==> config.mk <==
export PLATFORM = sky130hd
export DESIGN_NAME = kbd_scode_dec
export DESIGN_NICKNAME = d
export VERILOG_FILES = /design/src/rtl/kbd_scode_dec.sv
export SDC_FILE = /design/constraint.sdc
export NUM_CORES = 1
export LEC_CHECK = 0
export ABC_CLOCK_PERIOD_IN_PS = 3100
export CAP_MARGIN = 15
export CORE_MARGIN = 5
export CORE_UTILIZATION = 38
export CTS_BUF_LIST = sky130_fd_sc_hd__clkbuf_4 sky130_fd_sc_hd__clkbuf_8 sky130_fd_sc_hd__clkbuf_16
export CTS_CLUSTER_SIZE = 40
export DETAILED_ROUTE_END_ITERATION = 8
export GPL_ROUTABILITY_DRIVEN = 0
export PLACE_DENSITY = 0.58
export SLEW_MARGIN = 15
export SYNTH_ARGS = -nofsm -noshare
export SYNTH_HDL_FRONTEND = slang
export SYNTH_SLANG_ARGS = --single-unit
==> constraint.sdc <==
create_clock -name clk -period 3.1 [get_ports clk]
set_input_delay 0.62 -clock clk [delete_from_list [all_inputs] [get_ports clk]]
set_output_delay 0.62 -clock clk [all_outputs]
set_load 0.005 [all_outputs]
==> src/rtl/kbd_scode_dec.sv <==
// PS/2 set-2 scan-code decoder: folds E0/F0/E1 prefixes into key events, tracks modifiers, FWFT event FIFO.
// Optional ASCII translation column enabled by defining KBD_DEC_ASCII_EN.
module kbd_scode_dec #(
   parameter int DEPTH = 8
) (
   input  logic                     clk,
   input  logic                     rst_n,
   input  logic [7:0]               scode,
   input  logic                     scode_en,
   input  logic [7:0]               rx_err,
   output logic [7:0]               ev_code,
   output logic                     ev_ext,
   output logic                     ev_brk,
   output logic [7:0]               ev_ascii,
   output logic                     ev_valid,
   input  logic                     ev_ready,
   output logic [3:0]               mods,
   output logic                     bat_ok,
   output logic                     ovf,
   input  logic                     ovf_clr,
   output logic [$clog2(DEPTH):0]   ev_cnt
);
   localparam int AW = $clog2(DEPTH);
`ifdef KBD_DEC_ASCII_EN
   localparam int WW = 18;
`else
   localparam int WW = 10;
`endif

   typedef enum logic [2:0] {S_IDLE, S_E0, S_F0, S_E0F0, S_PAUSE} state_t;

   state_t         state_q, state_d;
   logic [2:0]     pcnt_q, pcnt_d;
   logic [3:0]     mods_q, mods_d;
   logic           bat_q, bat_d;
   logic           ovf_q, ovf_d;
   logic [AW-1:0]  wr_q, rd_q;
   logic [AW:0]    cnt_q, cnt_d;
   logic [WW-1:0]  mem [DEPTH];
   logic [WW-1:0]  wr_word, head;
   logic           emit, e_ext, e_brk;
   logic [7:0]     e_code;
   logic           full, push, pop, drop;

`ifdef KBD_DEC_ASCII_EN
   function automatic logic [7:0] to_ascii(input logic [7:0] c, input logic sh);
      logic [7:0] a;
      logic       letter;
      a = 8'h00;
      letter = 1'b1;
      case (c)
         8'h1C: a = 8'h61;  8'h32: a = 8'h62;  8'h21: a = 8'h63;  8'h23: a = 8'h64;
         8'h24: a = 8'h65;  8'h2B: a = 8'h66;  8'h34: a = 8'h67;  8'h33: a = 8'h68;
         8'h43: a = 8'h69;  8'h3B: a = 8'h6A;  8'h42: a = 8'h6B;  8'h4B: a = 8'h6C;
         8'h3A: a = 8'h6D;  8'h31: a = 8'h6E;  8'h44: a = 8'h6F;  8'h4D: a = 8'h70;
         8'h15: a = 8'h71;  8'h2D: a = 8'h72;  8'h1B: a = 8'h73;  8'h2C: a = 8'h74;
         8'h3C: a = 8'h75;  8'h2A: a = 8'h76;  8'h1D: a = 8'h77;  8'h22: a = 8'h78;
         8'h35: a = 8'h79;  8'h1A: a = 8'h7A;
         default: letter = 1'b0;
      endcase
      if (letter && sh) a = a - 8'h20;
      case (c)
         8'h45: a = 8'h30;  8'h16: a = 8'h31;  8'h1E: a = 8'h32;  8'h26: a = 8'h33;
         8'h25: a = 8'h34;  8'h2E: a = 8'h35;  8'h36: a = 8'h36;  8'h3D: a = 8'h37;
         8'h3E: a = 8'h38;  8'h46: a = 8'h39;
         8'h29: a = 8'h20;  8'h5A: a = 8'h0D;  8'h66: a = 8'h08;  8'h0D: a = 8'h09;
         8'h76: a = 8'h1B;
         default: ;
      endcase
      return a;
   endfunction
`endif

   always_comb begin
      state_d = state_q;
      pcnt_d  = pcnt_q;
      emit    = 1'b0;
      e_ext   = 1'b0;
      e_brk   = 1'b0;
      e_code  = scode;
      bat_d   = 1'b0;
      if (rx_err != 8'h00) begin
         state_d = S_IDLE;
         pcnt_d  = 3'd0;
      end else if (scode_en) begin
         case (state_q)
            S_IDLE: begin
               case (scode)
                  8'hE0: state_d = S_E0;
                  8'hF0: state_d = S_F0;
                  8'hE1: begin state_d = S_PAUSE; pcnt_d = 3'd0; end
                  8'hAA: bat_d = 1'b1;
                  8'hFA, 8'hFE, 8'hEE, 8'h00, 8'hFF: ;
                  default: emit = 1'b1;
               endcase
            end
            S_E0: begin
               case (scode)
                  8'hF0: state_d = S_E0F0;
                  8'hE0: state_d = S_E0;
                  8'hE1: begin state_d = S_PAUSE; pcnt_d = 3'd0; end
                  default: begin emit = 1'b1; e_ext = 1'b1; state_d = S_IDLE; end
               endcase
            end
            S_F0: begin
               case (scode)
                  8'hF0: state_d = S_F0;
                  8'hE0: state_d = S_E0F0;
                  default: begin emit = 1'b1; e_brk = 1'b1; state_d = S_IDLE; end
               endcase
            end
            S_E0F0: begin
               if (scode != 8'hE0 && scode != 8'hF0) begin
                  emit    = 1'b1;
                  e_ext   = 1'b1;
                  e_brk   = 1'b1;
                  state_d = S_IDLE;
               end
            end
            S_PAUSE: begin
               // Pause/Break is an 8-byte make-only sequence: E1 plus seven payload bytes.
               if (pcnt_q == 3'd6) begin
                  emit    = 1'b1;
                  e_ext   = 1'b1;
                  e_code  = 8'h77;
                  pcnt_d  = 3'd0;
                  state_d = S_IDLE;
               end else begin
                  pcnt_d = pcnt_q + 3'd1;
               end
            end
            default: state_d = S_IDLE;
         endcase
      end
   end

   always_comb begin
      mods_d = mods_q;
      if (emit) begin
         if (!e_ext && e_code == 8'h12) mods_d[0] = ~e_brk;
         if (!e_ext && e_code == 8'h59) mods_d[1] = ~e_brk;
         if (e_code == 8'h14)           mods_d[2] = ~e_brk;
         if (e_code == 8'h11)           mods_d[3] = ~e_brk;
      end
   end

   assign full = (cnt_q == (AW+1)'(DEPTH));
   assign pop  = (cnt_q != '0) && ev_ready;
   assign push = emit && (!full || pop);
   assign drop = emit && full && !pop;
   assign ovf_d = drop ? 1'b1 : (ovf_clr ? 1'b0 : ovf_q);

   always_comb begin
      cnt_d = cnt_q;
      if (push && !pop)      cnt_d = cnt_q + 1'b1;
      else if (pop && !push) cnt_d = cnt_q - 1'b1;
   end

`ifdef KBD_DEC_ASCII_EN
   assign wr_word = {(e_ext ? 8'h00 : to_ascii(e_code, mods_q[0] | mods_q[1])), e_ext, e_brk, e_code};
`else
   assign wr_word = {e_ext, e_brk, e_code};
`endif

   always_ff @(posedge clk or negedge rst_n) begin
      if (!rst_n) begin
         state_q <= S_IDLE;
         pcnt_q  <= 3'd0;
         mods_q  <= 4'd0;
         bat_q   <= 1'b0;
         ovf_q   <= 1'b0;
         wr_q    <= '0;
         rd_q    <= '0;
         cnt_q   <= '0;
      end else begin
         state_q <= state_d;
         pcnt_q  <= pcnt_d;
         mods_q  <= mods_d;
         bat_q   <= bat_d;
         ovf_q   <= ovf_d;
         cnt_q   <= cnt_d;
         if (push) wr_q <= wr_q + 1'b1;
         if (pop)  rd_q <= rd_q + 1'b1;
      end
   end

   always_ff @(posedge clk) begin
      if (push) mem[wr_q] <= wr_word;
   end

   // Payload is gated so an empty FIFO presents zeros regardless of stale storage.
   assign head     = mem[rd_q];
   assign ev_valid = (cnt_q != '0);
   assign ev_code  = ev_valid ? head[7:0] : 8'h00;
   assign ev_brk   = ev_valid & head[8];
   assign ev_ext   = ev_valid & head[9];
`ifdef KBD_DEC_ASCII_EN
   assign ev_ascii = ev_valid ? head[17:10] : 8'h00;
`else
   assign ev_ascii = 8'h00;
`endif
   assign mods   = mods_q;
   assign bat_ok = bat_q;
   assign ovf    = ovf_q;
   assign ev_cnt = cnt_q;
endmodule

==> results of run 1 <==
[routing by layer]
metal | GRT usage, % | wire length [um]
met5 | 0 | 0
met4 | 5.532 | 167
met1 | 17.20 | 4021
met2 | 24.69 | 5173
met3 | 3.064 | 415
[area by class of cell]
type	count	area [um^2]
Sequential cell	102	2953
Fill cell	1109	6435
Inverter	6	22.52
Clock buffer	10	232.7
Multi-Input combinational cell	200	1765
Timing Repair Buffer	84	744.5
Clock inverter	6	97.59
Tap cell	172	215.2
[cell usage in the layout, fill, tap and decap left out, types with 3 or more instances in the layout]
cell              n
mux2_2            6
and2_1            3
mux4_2           20
nand2_1          14
nor2_2            5
conb_1            8
mux2i_1          11
buf_4            41
clkbuf_16         9
dfrtp_1          22
nor3_1            7
xnor2_1           7
o21ai_0           7
or4_4             3
nand4_1           4
edfxtp_1         80
inv_6             3
nand3_1           8
dlygate4sd2_1     4
nand2b_1          9
nor2_1           25
inv_1             5
nand3b_1          3
clkdlybuf4s50_1  37
a21oi_1           5
ha_1              4
[registers in the layout, indices dropped and copies added, names as in the netlist]
register	count
wr_q	3
mem	80
pcnt_q	3
ovf	1
rd_q	3
bat_ok	1
ev_cnt	4
state_q	3
mods	4
[critical path, cell delays in order]
cell,delay (ns)
clkdlybuf4s50_1,0.42
or4_4,0.55
nor3_4,0.20
a211oi_2,0.07
a31o_4,0.25
nand2_2,0.06
inv_1,0.04
ha_2,0.18
inv_2,0.05
ha_1,0.22
a21o_1,0.17
a21oi_2,0.12
xnor2_1,0.12
nor2_1,0.06
xor2_1,0.14
[synthesized netlist by cell type (all sizes together) (2+ instances only)]
master / instances
o22ai: 2
a31o: 2
buf: 14
nand2: 15
clkbuf: 6
mux2: 7
a21oi: 6
nor3: 9
xnor2: 7
o21a: 2
nor3b: 2
a31oi: 3
and2: 4
or4: 3
o21ai: 8
nor4b: 4
nand2b: 9
nor2: 31
inv: 6
nand3b: 3
dfrtp: 22
and3: 2
mux2i: 11
nor4: 2
nand3: 9
edfxtp: 80
mux4: 20
a211oi: 3
nor2b: 2
nand4: 4
ha: 5
[what timing repair did]
| item | 4_1_cts | 5_1_grt |
|---|---|---|
| endpoints found under the setup margin | 41 | 42 |
| setup buffers | 2 | 1 |
| cloned | 0 | 0 |
| hold endpoints to repair | 0 | 0 |
| gates resized for setup | 7 | 7 |
| pin swaps | 9 | 5 |
[power by group]
group | internal (mW) | switching, mW | leakage, nW | total, mW
combinational | 0.708 | 0.483 | 1.01 | 1.19
clock | 0.731 | 0.509 | 0.163 | 1.24
sequential | 1.52 | 0.0669 | 1.03 | 1.59
[cell families (layout without fill, tap and decap cells)]
logic type / after synthesis / count (layout) / synth area share [%]
AO/OA/AOI/OAI: 32 / 32 / 4.912
XOR/XNOR: 8 / 8 / 1.471
adder cells (fa/ha/maj): 6 / 6 / 1.734
buffers and inverters: 26 / 106 / 2.942
AND/OR/NAND/NOR: 108 / 108 / 13.37
other: 1 / 8 / 0.07873
multiplexers: 38 / 38 / 13.50
flip-flops: 102 / 102 / 61.99
[worst paths after layout]
path | endpoint | slack, ns | cells after the start
max reg2reg | ev_cnt[3] | 0.41 | 14
max in group asynchronous | ev_cnt[1] | 2.25 | 2
max | ev_cnt[3] | 0.03 | 15
min reg2reg | mods[1] | 0.52 | 1
min | mods[1] | 0.52 | 1
min in group asynchronous | wr_q[2] | 0.62 | 2
==> impl_results.md, run 1 <==
- Status: finished, final reports clean
- Max Cap Viol: 0
- Library cells used by synthesis: 63
- Vias per std cell: 5.060
- Worst hold slack: 0.5224 ns
- Critical Path Fanout Max: 4
- Worst-skew pair later-pin latency: 0.35 ns
- Initial Util: 38.21%
- Global route total overflow: 0
- CTS tree: built
- Area after DPL: 0.005637 mm^2
- FF+latch count, synth: 102
- Die height: 122.0 um
- Largest area contributor in the netlist: edfxtp_1
- Syn Area/Cell: 14.84 um^2
- Highest Clock Rate: 0.3257 GHz
- Vias in the first global route: 3073
- Pre-CTS WS: -0.4784 ns
- Final Critical Period: 3.070 ns
- Worst Hold Class: reg -> reg
- Chip Width: 122.0 um
- Final Skew: 0.009819 ns
- Clock slew at reported path FFs: 0.07 ns
- Worst path arrival time: 3.29 ns
- Hold_buf cts: 0
- Largest net degree at the start of global routing: 23
- Async S/R FF share, synth: 21.57%
- Number of buffers created by CTS: 9
- Final hold violation count: 0
- Clock Tree Buf Depth: 2
- Global-route wire length before repair: 15.85 mm
- Die Area: 0.01487 mm^2
- Sequential share of the synthesized area: 61.99%
- Share of the synthesized area in the top cell type: 50.43%
- Total power: 4.020 mW
- Cells after synthesis: 321
- Final Max Slew Viols: 0
- Synth area leaders: edfxtp_1 (50%), dfrtp_1 (12%), mux4_2 (9.5%)
- P_leak: 2.206 nW
- Rel. slew slack: 53.58%
- Share of post-route cells with drive strength above 1: 28.43%
- H-tree depth: 3
- Layout Nets: 430
- Power per cell area: 666.7 mW/mm^2
- Root cell of the clock tree: clkbuf_16
- GRT Total Usage: 14.17%
- Unrepaired setup endpoints after global routing: true
- Crit start category: input port
- Post-DRT Antenna Nets: 0
- Synth Flop Type: edfxtp_1
- Finish-stage setup viols: 0
- # diodes: 0
- Setup TNS: 0 ns
- Drt wl/cell: 16.86 um
- Initial DRC Count: 159
- Worst-Margin Slew: 0.6956 ns
- Crit path required time: 3.32 ns
- Hold_sp: mods[1]
- Placed Instances: 560
- Sinks on Clock Net: 102
- Post-Syn Area: 0.004763 mm^2
- Final WL: 9.777 mm
- Via count: 2935
- Rows: 41
- Number of detailed-route iterations in the first pass: 4
- Port Buffers: 41
- # IOs: 50
- DRC Markers: 0
- Fin worst setup slack: 0.03006 ns
- P&R area growth vs syn: 26.61%
- Fin util: 48.38%
- Final Cycle Share: 99.03%
- EDFF count, synth: 80
- Finished Layout Cells: 580
- Critical path origin: scode[0]
- Hpwl dp: 6.804 mm
- CP Class: in -> reg
- Worst setup EP type: flop
- VDD IR-drop max: 0.0002335 V
- Finished Cell Area: 0.006031 mm^2
- Antenna violations before repair: 0
- Warning count from the yosys run: 0
- Core area: 0.01247 mm^2
- Reg2Reg Launch Point: state_q[1]
(Power assumes the default switching activity.)
==> run 2: changes to the inputs <==
--- a/config.mk
+++ b/config.mk
@@ -5,6 +5,7 @@
 export SDC_FILE = /design/constraint.sdc
 export NUM_CORES = 1
 export LEC_CHECK = 0
+export ABC_AREA = 1
 export ABC_CLOCK_PERIOD_IN_PS = 3100
 export CAP_MARGIN = 15
 export CORE_MARGIN = 5
@@ -12,8 +13,10 @@
 export CTS_BUF_LIST = sky130_fd_sc_hd__clkbuf_4 sky130_fd_sc_hd__clkbuf_8 sky130_fd_sc_hd__clkbuf_16
 export CTS_CLUSTER_SIZE = 40
 export DETAILED_ROUTE_END_ITERATION = 8
+export DONT_BUFFER_PORTS = 1
 export GPL_ROUTABILITY_DRIVEN = 0
-export PLACE_DENSITY = 0.58
+export GPL_TIMING_DRIVEN = 0
+export PLACE_DENSITY = 0.53
 export SLEW_MARGIN = 15
 export SYNTH_ARGS = -nofsm -noshare
 export SYNTH_HDL_FRONTEND = slang
==> impl_results.md, run 2 <==
- Status: finished, final reports clean
- Core area: 0.01262 mm^2
- FILL cells: 1244
- Pre-CTS WS: 0.03397 ns
- P_leak: 2.053 nW
- # IOs: 50
- Most common cell in the netlist: nor2_1
- Critical path origin: rd_q[0]
- Vias per std cell: 4.783
- Final Max Slew Viols: 0
- Critical Path Fanout Max: 10
- Layout Nets: 538
- Die Area: 0.01529 mm^2
- Global route total overflow: 0
- Commonest non-fill, non-tap cell in the layout: nor2_1
- Unrepaired setup endpoints after global routing: false
- Final hold violation count: 0
- Highest Clock Rate: 0.3607 GHz
- Die height: 123.7 um
- Top Layer Used: met4
- Setup TNS: 0 ns
- WL met3: 518 um
- Root cell of the clock tree: clkbuf_16
- Power per cell area: 683.1 mW/mm^2
- CTS tree: built
- H-tree depth: 3
- Worst-skew pair later-pin latency: 0.33 ns
- R2r setup slk: 0.36 ns
- Rows: 41
- Finished Layout Cells: 687
- Crit start category: flop
- VDD IR-drop max: 0.0002923 V
- Worst Hold Class: in -> async
- # diodes: 0
- Final Skew: 0.005356 ns
- GRT Total Usage: 15.49%
- Syn Area/Cell: 9.979 um^2
- Share of the synthesized area in the top cell type: 48.93%
- Synth Flop Type: edfxtp_1
- Worst setup EP type: primary output
- Sinks on Clock Net: 102
- DRT met1 WL: 4.914 mm
- Vias in the first global route: 3296
- FF+latch count, synth: 102
- Worst-Margin Slew: 1.029 ns
- Chip Width: 123.7 um
- Reg2Reg Launch Point: state_q[2]
- Library cells used by synthesis: 39
- Post-DRT Antenna Nets: 0
- Antenna violations before repair: 0
- Crit path required time: 2.48 ns
- Initial Util: 38.91%
- Cells after synthesis: 492
- Number of detailed-route iterations in the first pass: 4
- Placed Instances: 671
- Drt wl/cell: 16.08 um
- Clock Tree Buf Depth: 2
- Synth area leaders: edfxtp_1 (49%), dfrtp_1 (11%), nor2_1 (7.2%)
- Port Buffers: 0
- Worst path arrival time: 2.15 ns
- Largest register FFs: 80
- Warning count from the yosys run: 0
- Final WL: 11.05 mm
- Post-synth top cells: nor2_1 (94), edfxtp_1 (80), nand2_1 (68)
- Most frequent cells in the layout: nor2_1 (93), edfxtp_1 (80), nand2_1 (68), o21ai_0 (49), inv_1 (34)
- P&R area growth vs syn: 10.27%
- Max Cap Viol: 0
- Final Cycle Share: 89.44%
- Sequential share of the synthesized area: 60.14%
- Clock slew at reported path FFs: 0.06 ns
- Largest area contributor in the netlist: edfxtp_1
- Met2 WL post-DR: 5.561 mm
- Number of buffers created by CTS: 9
- Post-Syn Area: 0.004910 mm^2
- Share of post-route cells with drive strength above 1: 12.23%
- Via count: 3286
- Largest net degree at the start of global routing: 23
- Hpwl dp: 8.002 mm
- Global-route wire length before repair: 17.81 mm
- Initial DRC Count: 347
- Fin worst setup slack: 0.3275 ns
- Rel. slew slack: 31.13%
- EDFF count, synth: 80
- Async S/R FF share, synth: 21.57%
- DRC Markers: 0
- CP Class: reg -> out
- Final Critical Period: 2.773 ns
- Finish-stage setup viols: 0
- Most flops, register: mem
-- run 2: area by class of cell --
class	count	area (um^2)	share of cell area, %
flip-flops and latches	102	2953	54.54
multi-input cells	331	1699	31.38
clock buffers	9	225.2	4.160
well taps	172	215.2	3.975
inverters	40	150.1	2.773
plain buffers	26	136.4	2.519
clock inverters	6	30.03	0.5547
repair buffers	1	5.005	0.09244
-- run 2: logic make-up after synthesis --
| family | Yosys count | synth area share, % |
|---|---|---|
| muxes | 1 | 0.2293 |
| xor gates and xnor gates | 6 | 1.070 |
| AOI/OAI and AO/OA | 90 | 10.40 |
| and+or+nand+nor | 220 | 20.57 |
| other | 1 | 0.07638 |
| DFF | 102 | 60.14 |
| adders and majority gates | 6 | 1.682 |
| buffers and inverters | 66 | 5.836 |
-- run 2: what timing repair did --
| item | CTS | global route |
|---|---|---|
| buffers inserted | 0 | 0 |
| hold endpoints to repair | 22 | 0 |
| gates resized for setup | 0 | 1 |
| setup endpoints to repair | 0 | 1 |
| hold buffers | 1 | 0 |
-- run 2: metrics by stage --
stage	utilization, %	power (mW)	hold WS, ns	area (um^2)
2_1_floorplan	-	2.406	0.3244	4936
5_1_grt	42.90	3.962	0.2775	5414
6_report	42.90	3.698	0.2466	5414
4_1_cts	42.92	3.760	0.3726	5416
3_3_place_gp	40.82	2.742	0.3251	5151
3_5_place_dp	40.82	2.762	0.3251	5151
-- run 2: power by group --
group          internal, mW  switching, mW  total [mW]
Sequential             1.52         0.0586        1.58
Clock                 0.528          0.460       0.988
Combinational         0.367          0.762        1.13
-- run 2: path summary, 6_finish.rpt --
check / cells after the start / end
max: 7 / ev_code[5]
min: 1 / bat_ok
max reg2reg: 18 / ev_cnt[3]
min reg2reg: 2 / mods[2]
max in group asynchronous: 1 / rd_q[2]
min in group clk: 1 / ovf
-- run 2: critical path, stage by stage, from the launching register on --
cell,delay [ns]
dfrtp_1,0.38
clkbuf_1,0.16
inv_1,0.13
clkbuf_1,0.45
nor2_1,0.08
o22ai_1,0.25
o21ai_1,0.09
a31oi_1,0.27
-- run 2: routing by layer --
| layer | up-vias | track usage (%) |
|---|---|---|
| met3 | 2 | 4.314 |
| met1 | 1534 | 20.45 |
| met5 | - | 0 |
| met2 | 53 | 25.65 |
| met4 | 0 | 3.114 |
| li1 | 1697 | - |
==> run 3: changes to the inputs <==
--- a/config.mk
+++ b/config.mk
@@ -16,7 +16,6 @@
 export DONT_BUFFER_PORTS = 1
 export GPL_ROUTABILITY_DRIVEN = 0
 export GPL_TIMING_DRIVEN = 0
-export PLACE_DENSITY = 0.53
 export SLEW_MARGIN = 15
 export SYNTH_ARGS = -nofsm -noshare
 export SYNTH_HDL_FRONTEND = slang
==> impl_results.md, run 3 (synthesis gave the netlist of run 2 again) <==
- Global route total overflow: 0
- Worst-Margin Slew: 1.037 ns
- Final hold violation count: 0
- Clock slew at reported path FFs: 0.07 ns
- Worst setup EP type: flop
- Final WL: 10.74 mm
- Register share of total power: 41.6%
- Chip Width: 123.7 um
- Final Cycle Share: 91.10%
- Number of detailed-route iterations in the first pass: 4
- Area of the multi-input gates: 0.001699 mm^2
- Hpwl dp: 8.027 mm
- Most flops, register: mem
- Clk pwr share: 28.1%
- Placed Instances: 671
- Die Area: 0.01529 mm^2
- Finished Layout Cells: 688
- Initial Util: 38.91%
- P&R area growth vs syn: 10.75%
- GRT Total Usage: 14.94%
- Sw power: 1.340 mW
- Via count: 3345
- Crit path required time: 3.33 ns
- Power per cell area: 695.9 mW/mm^2
- Rel. slew slack: 30.64%
- Cell Int Power: 2.445 mW
- Total power: 3.784 mW
- Drt wl/cell: 15.61 um
- Number of post-CTS setup repair buffers: 0
- Worst hold slack: 0.2478 ns
- Commonest non-fill, non-tap cell in the layout: nor2_1
- Final Critical Period: 2.824 ns
- Max Cap Viol: 0
- Worst Hold Class: in -> async
- DRC Markers: 0
- Worst-skew pair later-pin latency: 0.34 ns
- CP Class: reg -> reg
- Share of post-route cells with drive strength above 1: 12.79%
- Status: finished, final reports clean
- Antenna violations before repair: 0
- P_leak: 2.074 nW
- Layout Nets: 538
- Number of buffers created by CTS: 9
- # diodes: 0
- Port Buffers: 0
- FILL cells: 1232
- Highest Clock Rate: 0.3541 GHz
- Post-DRT Antenna Nets: 0
- Sw Ratio: 35.40%
- Global-route wire length before repair: 17.31 mm
- Worst path arrival time: 3.06 ns
- Sinks on Clock Net: 102
- Final Max Slew Viols: 0
- Core area: 0.01262 mm^2
- Vias per std cell: 4.862
- CTS tree: built
- Initial DRC Count: 162
- H-tree depth: 3
- Clock Tree Buf Depth: 2
- Part of the power in combinational logic: 30.2%
- Final Skew: 0.004901 ns
- Root cell of the clock tree: clkbuf_16
- Setup TNS: 0 ns
- Area after DPL: 0.005151 mm^2
- # IOs: 50
- Finish-stage setup viols: 0
- Finished Cell Area: 0.005438 mm^2
- Largest register FFs: 80
- Rows: 41
- Critical Path Fanout Max: 5
- Most frequent cells in the layout: nor2_1 (93), edfxtp_1 (80), nand2_1 (68), o21ai_0 (49), inv_1 (34)
- Largest net degree at the start of global routing: 23
- Area occupied by registers: 0.002953 mm^2
- Die height: 123.7 um
- Unrepaired setup endpoints after global routing: false
- Vias in the first global route: 3365
- VDD IR-drop max: 0.0003007 V
- Crit start category: flop
run 3: worst paths after layout:
check / depth (start not counted) / slack, ns / to / start
min in group clk: 1 / 0.38 / ovf / ovf_clr
worst min-delay path: 1 / 0.25 / pcnt_q[1] / rst_n
worst max-delay path: 18 / 0.28 / ev_cnt[3] / state_q[1]
worst min register to register: 2 / 0.51 / mods[3] / mods[3]
max in group asynchronous: 1 / 2.50 / rd_q[0] / rst_n
worst max register to register: 18 / 0.28 / ev_cnt[3] / state_q[1]
run 3: final cells by class:
| cell class | instances | area share, % |
|---|---|---|
| Clock inverter | 7 | 0.9894 |
| Clock buffer | 9 | 4.142 |
| Buffer | 26 | 2.508 |
| Timing Repair Buffer | 1 | 0.09204 |
| Inverter | 40 | 2.761 |
| Sequential cell | 102 | 54.30 |
| Multi-Input combinational cell | 331 | 31.25 |
| Tap cell | 172 | 3.958 |
run 3: timing repair:
| action | CTS | global route |
|---|---|---|
| hold buffers | 1 | 0 |
| resized for setup | 0 | 1 |
| endpoints found under the setup margin | 0 | 1 |
| hold endpoints to repair | 22 | 0 |
run 3: metrics by stage:
step | utilization [%] | worst slack, ns
6_report | 43.09 | 0.2758
5_1_grt | 43.09 | 0.01229
4_1_cts | 43.11 | 0.1973
3_5_place_dp | 40.82 | -0.03163
3_3_place_gp | 40.82 | 0.005941
2_1_floorplan | - | 0.2945
run 3: layer usage:
layer	global-route usage [%]	wire, um
met5	0	0
met4	4.360	123
met3	4.496	651
met2	25.31	5251
met1	18.46	4712
run 3: critical path, cell delays in order, from the launching register on:
cell     delay (ns)
dfrtp_1        0.43
nor2_2         0.18
nand2_2        0.10
nor2_1         0.17
inv_1          0.09
nand2_2        0.09
nor2_4         0.05
nand2_1        0.06
nand2_2        0.12
nor2_2         0.16
ha_1           0.21
inv_1          0.09
ha_1           0.28
a21o_1         0.18
a21oi_1        0.16
nor2_1         0.06
nor2_1         0.09
nand2_1        0.07
xor2_1         0.13
run 3: power by group through the flow:
stage | Combinational (mW) | Sequential (mW) | Clock, mW
after floorplan | 0.814 | 1.59 | 0
after global placement | 1.13 | 1.60 | 0
after detailed placement | 1.15 | 1.61 | 0
after CTS | 1.16 | 1.58 | 1.09
after global routing | 1.30 | 1.59 | 1.15
final | 1.14 | 1.58 | 1.06
